[src/rtl/alu_share_arbiter.sv]
// alu_share_arbiter: round-robin share of one ALU between two ports, single registered response slot; ALU_ARB_LOCK_EN adds port locking
module alu_share_arbiter #(
  parameter bit PRIO_INIT = 1'b0,
  parameter int LOCK_MAX  = 8
) (
  input  logic        clk,
  input  logic        reset,
  input  logic        req0_valid,
  output logic        req0_ready,
  input  logic [3:0]  req0_cntrl,
  input  logic [31:0] req0_in1,
  input  logic [31:0] req0_in2,
  input  logic        req0_lock,
  input  logic        req1_valid,
  output logic        req1_ready,
  input  logic [3:0]  req1_cntrl,
  input  logic [31:0] req1_in1,
  input  logic [31:0] req1_in2,
  input  logic        req1_lock,
  input  logic        rsp0_ready,
  input  logic        rsp1_ready,
  output logic        rsp0_valid,
  output logic        rsp1_valid,
  output logic [31:0] rsp_result,
  output logic        rsp_zero,
  output logic        rsp_err
);
  logic        slot_valid_q, slot_owner_q, prio_q, zero_q, err_q;
  logic [31:0] result_q;
  logic        drain, can_issue, any_v, gnt, accept, alu_err;
  logic [3:0]  op;
  logic [31:0] a, b, alu_res;
  assign drain     = slot_valid_q && (slot_owner_q ? rsp1_ready : rsp0_ready);
  assign can_issue = !slot_valid_q || drain;
`ifdef ALU_ARB_LOCK_EN
  localparam int CW = $clog2(LOCK_MAX + 1);
  logic          lock_q, lock_owner_q, lock_d;
  logic [CW-1:0] lock_cnt_q, lock_cnt_d;
  assign any_v      = lock_q ? (lock_owner_q ? req1_valid : req0_valid) : (req0_valid || req1_valid);
  assign gnt        = lock_q ? lock_owner_q : req1_valid && (!req0_valid || prio_q);
  assign lock_cnt_d = lock_q ? lock_cnt_q + CW'(1) : CW'(1);
  assign lock_d     = (gnt ? req1_lock : req0_lock) && lock_cnt_d < CW'(LOCK_MAX);
  always_ff @(posedge clk) begin
    if (reset || (accept && !lock_d)) begin
      lock_q       <= 1'b0;
      lock_owner_q <= 1'b0;
      lock_cnt_q   <= '0;
    end else if (accept) begin
      lock_q       <= 1'b1;
      lock_owner_q <= gnt;
      lock_cnt_q   <= lock_cnt_d;
    end
  end
`else
  logic unused_lock;
  assign unused_lock = ^{req0_lock, req1_lock, LOCK_MAX[0]};
  assign any_v       = req0_valid || req1_valid;
  assign gnt         = req1_valid && (!req0_valid || prio_q);
`endif
  assign accept     = can_issue && any_v && !reset;
  assign req0_ready = accept && !gnt;
  assign req1_ready = accept && gnt;
  assign op  = gnt ? req1_cntrl : req0_cntrl;
  assign a   = gnt ? req1_in1 : req0_in1;
  assign b   = gnt ? req1_in2 : req0_in2;
  assign alu_err = !(op inside {4'b0000, 4'b0001, 4'b0010, 4'b0110});
  assign alu_res = op == 4'b0000 ? a & b :
                   op == 4'b0001 ? a | b :
                   op == 4'b0010 ? a + b :
                   op == 4'b0110 ? a - b : '0;
  always_ff @(posedge clk) begin
    if (reset) begin
      slot_valid_q <= 1'b0;
      slot_owner_q <= 1'b0;
      result_q     <= '0;
      zero_q       <= 1'b0;
      err_q        <= 1'b0;
      prio_q       <= PRIO_INIT;
    end else if (accept) begin
      slot_valid_q <= 1'b1;
      slot_owner_q <= gnt;
      result_q     <= alu_res;
      zero_q       <= !alu_err && alu_res == '0;
      err_q        <= alu_err;
      prio_q       <= !gnt;
    end else if (drain) begin
      slot_valid_q <= 1'b0;
    end
  end
  assign rsp0_valid = slot_valid_q && !slot_owner_q;
  assign rsp1_valid = slot_valid_q && slot_owner_q;
  assign rsp_result = result_q;
  assign rsp_zero   = zero_q;
  assign rsp_err    = err_q;
endmodule

[config.mk]
export PLATFORM = sky130hd
export DESIGN_NAME = alu_share_arbiter
export DESIGN_NICKNAME = d
export VERILOG_FILES = /design/src/rtl/alu_share_arbiter.sv
export SDC_FILE = /design/constraint.sdc
export NUM_CORES = 1
export LEC_CHECK = 0
export CAP_MARGIN = 20
export CORE_ASPECT_RATIO = 0.75
export CORE_UTILIZATION = 30
export DETAILED_ROUTE_END_ITERATION = 8
export MAX_ROUTING_LAYER = met4
export PLACE_DENSITY = 0.56
export SLEW_MARGIN = 20
export SYNTH_ARGS = -nofsm -noshare
export SYNTH_HDL_FRONTEND = slang
export SYNTH_SLANG_ARGS = --single-unit
[constraint.sdc]
create_clock -name clk -period 7.35 [get_ports clk]
set_clock_uncertainty 0.2 [all_clocks]
set_input_delay 2.205 -clock clk [delete_from_list [all_inputs] [get_ports clk]]
set_output_delay 2.205 -clock clk [all_outputs]
set_load 0.005 [all_outputs]
==> flow_metrics.py, run 1 <==
metrics = {
    "clock_tree": {
        "numCtsBuffers": 5,
        "clock_latency_ns": 0.28,
        "htree_num_levels": 2,
        "cts_hold_buf": 0,
        "ctsRootBufferMaster": "clkbuf_16",
        "clk_path_buf_depth": 2,
        "clock-sinks": 37,
        "clk_pin_slew_ns": 0.06,
        "cts_tree": "done",
        "cts.repair.resized": 0,
        "post_cts_buffers": 0,
    },
    "setup_path": {
        "reg2reg_to": "rsp_zero",
        "r2r_slack_ns": 2.40,
        "cp_data_arrival_time_ns": 7.11,
        "crit_path_max_fanout": 9,
        "cp-end-kind": "register",
        "startpoint": "req0_valid",
        "startpoint_type": "input port",
        "r2r_start": "prio_q",
        "cp.required_ns": 7.38,
        "criticalPathCategory": "input port to register",
        "r2r_cells": 19,
    },
    "logic_synthesis": {
        "yosysWarnings": 0,
        "synth-seq-area-share": 0.0982,
        "yosysTopAreaCell": "ha_1",
        "ys.flop_type": "dfxtp_1",
        "syn-num-nets": 1360,
        "synth.most_common_cell": "nand2_1",
        "syn_avg_cell_area_um2": 6.74,
        "async_flop_share": 0,
        "synth-seq-cells": 37,
        "yosysUniqueCellTypes": 85,
        "ys_top_cells_by_count": "165 x nand2_1, 106 x nor2_1, 98 x inv_1, 95 x ha_1, 89 x a21oi_1",
        "synth_area_mm2": 0.00754,
        "synth_edf_count": 0,
        "synthTopCellsByArea": "ha_1 16%, dfxtp_1 9.8%, nand2_1 8.2%",
        "synth_top_cell_area_share": 0.158,
        "postSynthCellCount": 1119,
    },
    "die": {
        "die_x_um": 185,
        "rows": 49,
        "initial_utilization": 0.310,
        "die_h_um": 139,
        "design.core.area_mm2": 0.0243,
        "io_pins": 182,
        "die_area_mm2": 0.0258,
    },
    "final_layout": {
        "drive_gt1_frac": 0.120,
        "syn_to_final_growth_pct": 41.7,
        "regArea_um2": 741,
        "multiInputGateArea_mm2": 0.00620,
        "fin_cells": 1696,
        "num-fill-cells": 2543,
        "diodes": 0,
        "fin_util": 0.439,
        "nets": 1605,
    },
    "placement": {
        "hpwl_um": 25500,
        "port_buffers": 179,
        "gp_congestion": 0.959,
        "dp.cells": 1688,
    },
    "timing": {
        "hold_viol_final": 0,
        "worstMarginPinSlew_ns": 0.738,
        "slew_headroom": 0.506,
        "grt_setup_unrepaired": "false",
        "finalSetupViolCount": 0,
        "fmax_mhz": 141,
        "fin_tns_setup_ns": 0,
        "fin_crit_sh": 0.963,
        "fin_crit_ns": 7.08,
        "slew_violations": 0,
    },
    "min_path": {
        "hold_path_startpoint": "rsp_err",
        "hp-class": "register to register",
        "holdPathStages": 2,
        "hold_end": "rsp_err",
    },
    "routing": {
        "vias_per_cell": 5.45,
        "avgRoutedWirePerCell_um": 18.5,
        "num_vias": 9237,
        "wirelength_um": 31400,
        "drtIter0Drc": 885,
        "drt_first_pass_iters": 6,
        "drcViolationCount": 0,
        "drtAntennaViolNets": 0,
    },
    "power_and_ir_drop": {
        "leakagePower_nw": 4.90,
        "ir_worst_vdd_mv": 0.111,
        "powerDensity_mw_per_mm2": 150,
        "power_w": 0.00160,
    },
    "global_route": {
        "grt_pass1_vias": 8510,
        "grt_pass1_wl_um": 48100,
        "gr-total-overflow": 0,
        "grt_usage": 0.246,
        "grt_max_degree": 43,
        "antenna_found_initial": 0,
    },
    "outcome": {
        "status": "complete, no violations",
    },
    "run": {
        "maxCapViolCount": 0,
    },
}
logic make-up after synthesis:
family,synth area share
flip-flops,0.0982
adder cells (fa/ha/maj),0.163
multiplexers,0.0546
AND/OR/NAND/NOR,0.249
buffers and inverters,0.0857
AO/OA/AOI/OAI,0.338
XOR/XNOR,0.0116
metal layers:
metal	wire length, um	GRT usage	up-vias	share of wire
met5	0	-	-	0
met4	401	0.0326	0	0.013
met3	3010	0.0361	27	0.096
met2	12000	0.336	426	0.38
met1	16000	0.379	4243	0.51
li1	-	-	4541	-
registers in the layout, indices dropped and copies added (netlist names):
signal and flops:
slot_valid_q 1, prio_q 1, rsp_zero 1, rsp_result 32, rsp_err 1, slot_owner_q 1
critical path: stages:
cell             delay [ns]
clkdlybuf4s50_1        0.52
nor2b_1                0.43
nor2_4                 0.16
buf_12                 0.18
nand2_1                0.06
nand2_1                0.07
ha_1                   0.34
a21oi_1                0.41
o211ai_1               0.24
a41oi_2                0.27
a211oi_1               0.11
buf_4                  0.16
o21a_1                 0.27
o41ai_1                0.47
mux2i_1                0.17
o32a_1                 0.35
nand3b_1               0.20
nor4_1                 0.29
nand4_1                0.12
nand2_1                0.07
per-stage QoR:
step | hold slack [ns] | instance area [um^2] | setup slack (ns)
after floorplan | 0.253 | 7540 | 0.416
after global placement | 0.246 | 10500 | 0.177
after detailed placement | 0.250 | 10500 | 0.195
after CTS | 0.259 | 10700 | 0.435
after global routing | 0.285 | 10700 | 0.132
final | 0.259 | 10700 | 0.269
cells in the final DEF, fill, tap and decap left out, types with 6 or more instances in the layout:
cell and n:
clkdlybuf4s50_1 179, nand2_1 164, buf_4 120, nor2_1 105
inv_1 98, ha_1 95, a21oi_1 88, o21ai_0 45
mux2i_1 40, dfxtp_1 37, a211oi_1 26, nor3_1 25
a21o_1 22, o211ai_1 18, nand3_1 17, nand4_1 16
nor4_1 15, nor2b_1 13, and2_1 11, o21a_1 11
nand2b_1 9, o21bai_1 9, a221oi_1 9, o31ai_1 9
a211o_1 8, a221o_1 8, a311oi_1 8, o2111ai_1 7
xnor2_1 7, a31oi_1 7, or2_2 6, or3_1 6
layout make-up:
type / instances / share of cell area
Clock buffer: 6 / 0.0121
Tap cell: 331 / 0.0387
Sequential cell: 37 / 0.0693
Clock inverter: 2 / 0.00363
Multi-Input combinational cell: 916 / 0.580
Inverter: 100 / 0.0351
Timing Repair Buffer: 304 / 0.261
report_power, final:
group / leakage [nW] / internal [W] / total [W] / switching [W]
logic: 4.52 / 0.000505 / 0.00112 / 0.000618
registers: 0.305 / 0.000221 / 0.000236 / 0.0000145
clock network: 0.0810 / 0.000161 / 0.000246 / 0.0000850
worst max path at each step:
stage,to
floorplan,rsp_zero
global placement,rsp_zero
detailed placement,rsp_zero
CTS,rsp_zero
global route,rsp_zero
finish,rsp_zero
Power figures use the tool's default switching activity.
==> run 2, diff against run 1 <==
Settings changed: PLACE_DENSITY 0.56 to 0.58.
Clock period 7.35 ns to 6.4 ns, I/O delays scaled along.
==> flow_metrics.py, run 2 (synthesized netlist as in run 1, its figures left out) <==
metrics = {
    "min_path": {
        "hold_path_startpoint": "rsp_result[24]",
        "holdPathStages": 2,
        "hp-class": "register to register",
        "hold_end": "rsp_result[24]",
    },
    "routing": {
        "drt_first_pass_iters": 5,
        "drcViolationCount": 0,
        "drtAntennaViolNets": 0,
        "avgRoutedWirePerCell_um": 17.4,
        "num_vias": 9878,
        "drtIter0Drc": 885,
        "wirelength_um": 32400,
        "vias_per_cell": 5.30,
    },
    "placement": {
        "gp_congestion": 0.962,
        "port_buffers": 179,
        "hpwl_um": 26700,
    },
    "power_and_ir_drop": {
        "netSwitchingPower_w": 0.000881,
        "ir_worst_vdd_mv": 0.104,
        "power_w": 0.00206,
        "powerDensity_mw_per_mm2": 170,
        "leakagePower_nw": 5.73,
        "seq_power_share": 0.132,
        "clock_power_share": 0.135,
        "power.share.switching": 0.427,
        "power.internal_w": 0.00118,
        "combPwrFrac": 0.733,
    },
    "global_route": {
        "grt_usage": 0.255,
        "antenna_found_initial": 0,
        "grt_use_met2": 0.348,
        "grtUsageMet3": 0.0453,
        "use_met1": 0.383,
        "grt_pass1_vias": 9350,
        "grt_max_degree": 43,
        "grt_busiest_layer": "met1",
        "grt_pass1_wl_um": 50500,
        "gr-total-overflow": 0,
    },
    "final_layout": {
        "nets": 1772,
        "layout_common_cells": "286 x buf_4, 177 x clkdlybuf4s50_1, 164 x nand2_1, 105 x nor2_1, 98 x inv_1",
        "largest_reg_flops": 32,
        "diodes": 0,
        "regArea_um2": 741,
        "drive_gt1_frac": 0.231,
        "final_common_cell": "buf_4",
        "num-fill-cells": 2456,
        "multiInputGateArea_mm2": 0.00638,
        "syn_to_final_growth_pct": 60.3,
    },
    "clock_tree": {
        "htree_num_levels": 2,
        "clock_latency_ns": 0.28,
        "numCtsBuffers": 5,
        "clock-sinks": 37,
        "cts_tree": "done",
        "clk_pin_slew_ns": 0.06,
        "cts_hold_buf": 0,
        "ctsRootBufferMaster": "clkbuf_16",
        "clk_path_buf_depth": 2,
    },
    "setup_path": {
        "r2r_slack_ns": 1.67,
        "cp.required_ns": 6.35,
        "cp_data_arrival_time_ns": 6.17,
        "cp-end-kind": "register",
        "crit_path_max_fanout": 5,
        "r2r_start": "prio_q",
        "criticalPathCategory": "input port to register",
        "startpoint_type": "input port",
        "reg2reg_to": "rsp_result[31]",
        "r2r_cells": 19,
    },
    "run": {
        "maxCapViolCount": 0,
    },
    "die": {
        "design.core.area_mm2": 0.0243,
        "die_h_um": 139,
        "die_x_um": 185,
        "die_area_mm2": 0.0258,
        "initial_utilization": 0.310,
        "rows": 49,
        "io_pins": 182,
    },
    "timing": {
        "slew_violations": 0,
        "hold_viol_final": 0,
        "slew_headroom": 0.289,
        "fin_crit_sh": 0.972,
        "fin_crit_ns": 6.22,
        "finalSetupViolCount": 0,
        "fin_hold_ws_ns": 0.255,
        "grt_setup_unrepaired": "true",
        "fmax_mhz": 161,
        "worstMarginPinSlew_ns": 1.06,
    },
    "outcome": {
        "status": "complete, no violations",
    },
}
run 2: cell types whose count changed in the layout (fill, tap and decap cells not counted), moves of 2 or more:
| cell | before | now |
|---|---|---|
| mux2i_1 | 40 | 38 |
| a2111oi_0 | 5 | 2 |
| buf_4 | 120 | 286 |
| mux2i_2 | 0 | 2 |
| o41ai_2 | 0 | 2 |
| nand3_2 | 0 | 2 |
| clkdlybuf4s50_1 | 179 | 177 |
| a21oi_1 | 88 | 84 |
| nor4_1 | 15 | 13 |
| nand3_1 | 17 | 15 |
| nor4_2 | 0 | 2 |
| a21oi_2 | 1 | 4 |
run 2: worst max path at each step:
stage          depth (start not counted)              to        from  slack (ns)
2_1_floorplan                         20        rsp_zero  req0_valid        0.08
3_3_place_gp                          20        rsp_zero  req1_valid       -0.52
3_5_place_dp                          21        rsp_zero  req0_valid       -0.56
4_1_cts                               21        rsp_zero  req1_valid        0.04
5_1_grt                               21        rsp_zero  req0_valid       -0.04
6_report                              21  rsp_result[31]  req0_valid        0.18
run 2: what timing repair did:
action	4_1_cts	5_1_grt
endpoints found under the setup margin	7	5
cloned	2	0
pin swaps	9	1
gates resized for setup	30	9
buffers inserted	1	0
run 2: worst max-delay path, stage by stage:
cell and delay, ns:
dlygate4sd2_1 0.28, nor2b_4 0.15, nor2_4 0.21, buf_12 0.15
nand2_1 0.05, nand2_1 0.09, inv_1 0.06, ha_1 0.20
nor2b_1 0.15, a211oi_2 0.38, a2111oi_0 0.16, or3b_2 0.54
o21ai_2 0.32, a41oi_1 0.27, a211oi_1 0.37, xnor2_1 0.18
o22ai_1 0.09, o21ai_0 0.23, buf_4 0.16, o21ai_0 0.06
nor2b_1 0.13
run 2: cell type report:
type,count,area share
Clock buffer,6,0.0107
Clock inverter,2,0.00321
Inverter,100,0.0310
Multi-Input combinational cell,918,0.528
Sequential cell,37,0.0612
Tap cell,331,0.0342
Timing Repair Buffer,469,0.332
run 2: stage by stage:
step            util  instance area, um^2  setup TNS (ns)  setup slack [ns]  instances
4_1_cts        0.496                12100               0            0.0356       1863
3_5_place_dp   0.482                11700           -3.86            -0.562       1852
2_1_floorplan      -                 7550               0            0.0813       1119
6_report       0.497                12100               0             0.180       1863
3_3_place_gp   0.482                11700           -3.25            -0.516       1852
5_1_grt        0.497                12100         -0.0399           -0.0399       1863
run 2: per-layer routing:
layer  routed length [um]  part of all wire
met1                16300              0.50
met3                 3180             0.098
met5                    0                 0
met4                  565             0.017
met2                12300              0.38
run 2: power groups by stage:
stage	registers [W]	logic [W]	clock network (W)
floorplan	0.000273	0.000711	0
finish	0.000272	0.00151	0.000278
global placement	0.000276	0.00143	0
detailed placement	0.000276	0.00145	0
global route	0.000274	0.00164	0.000291
CTS	0.000272	0.00148	0.000282
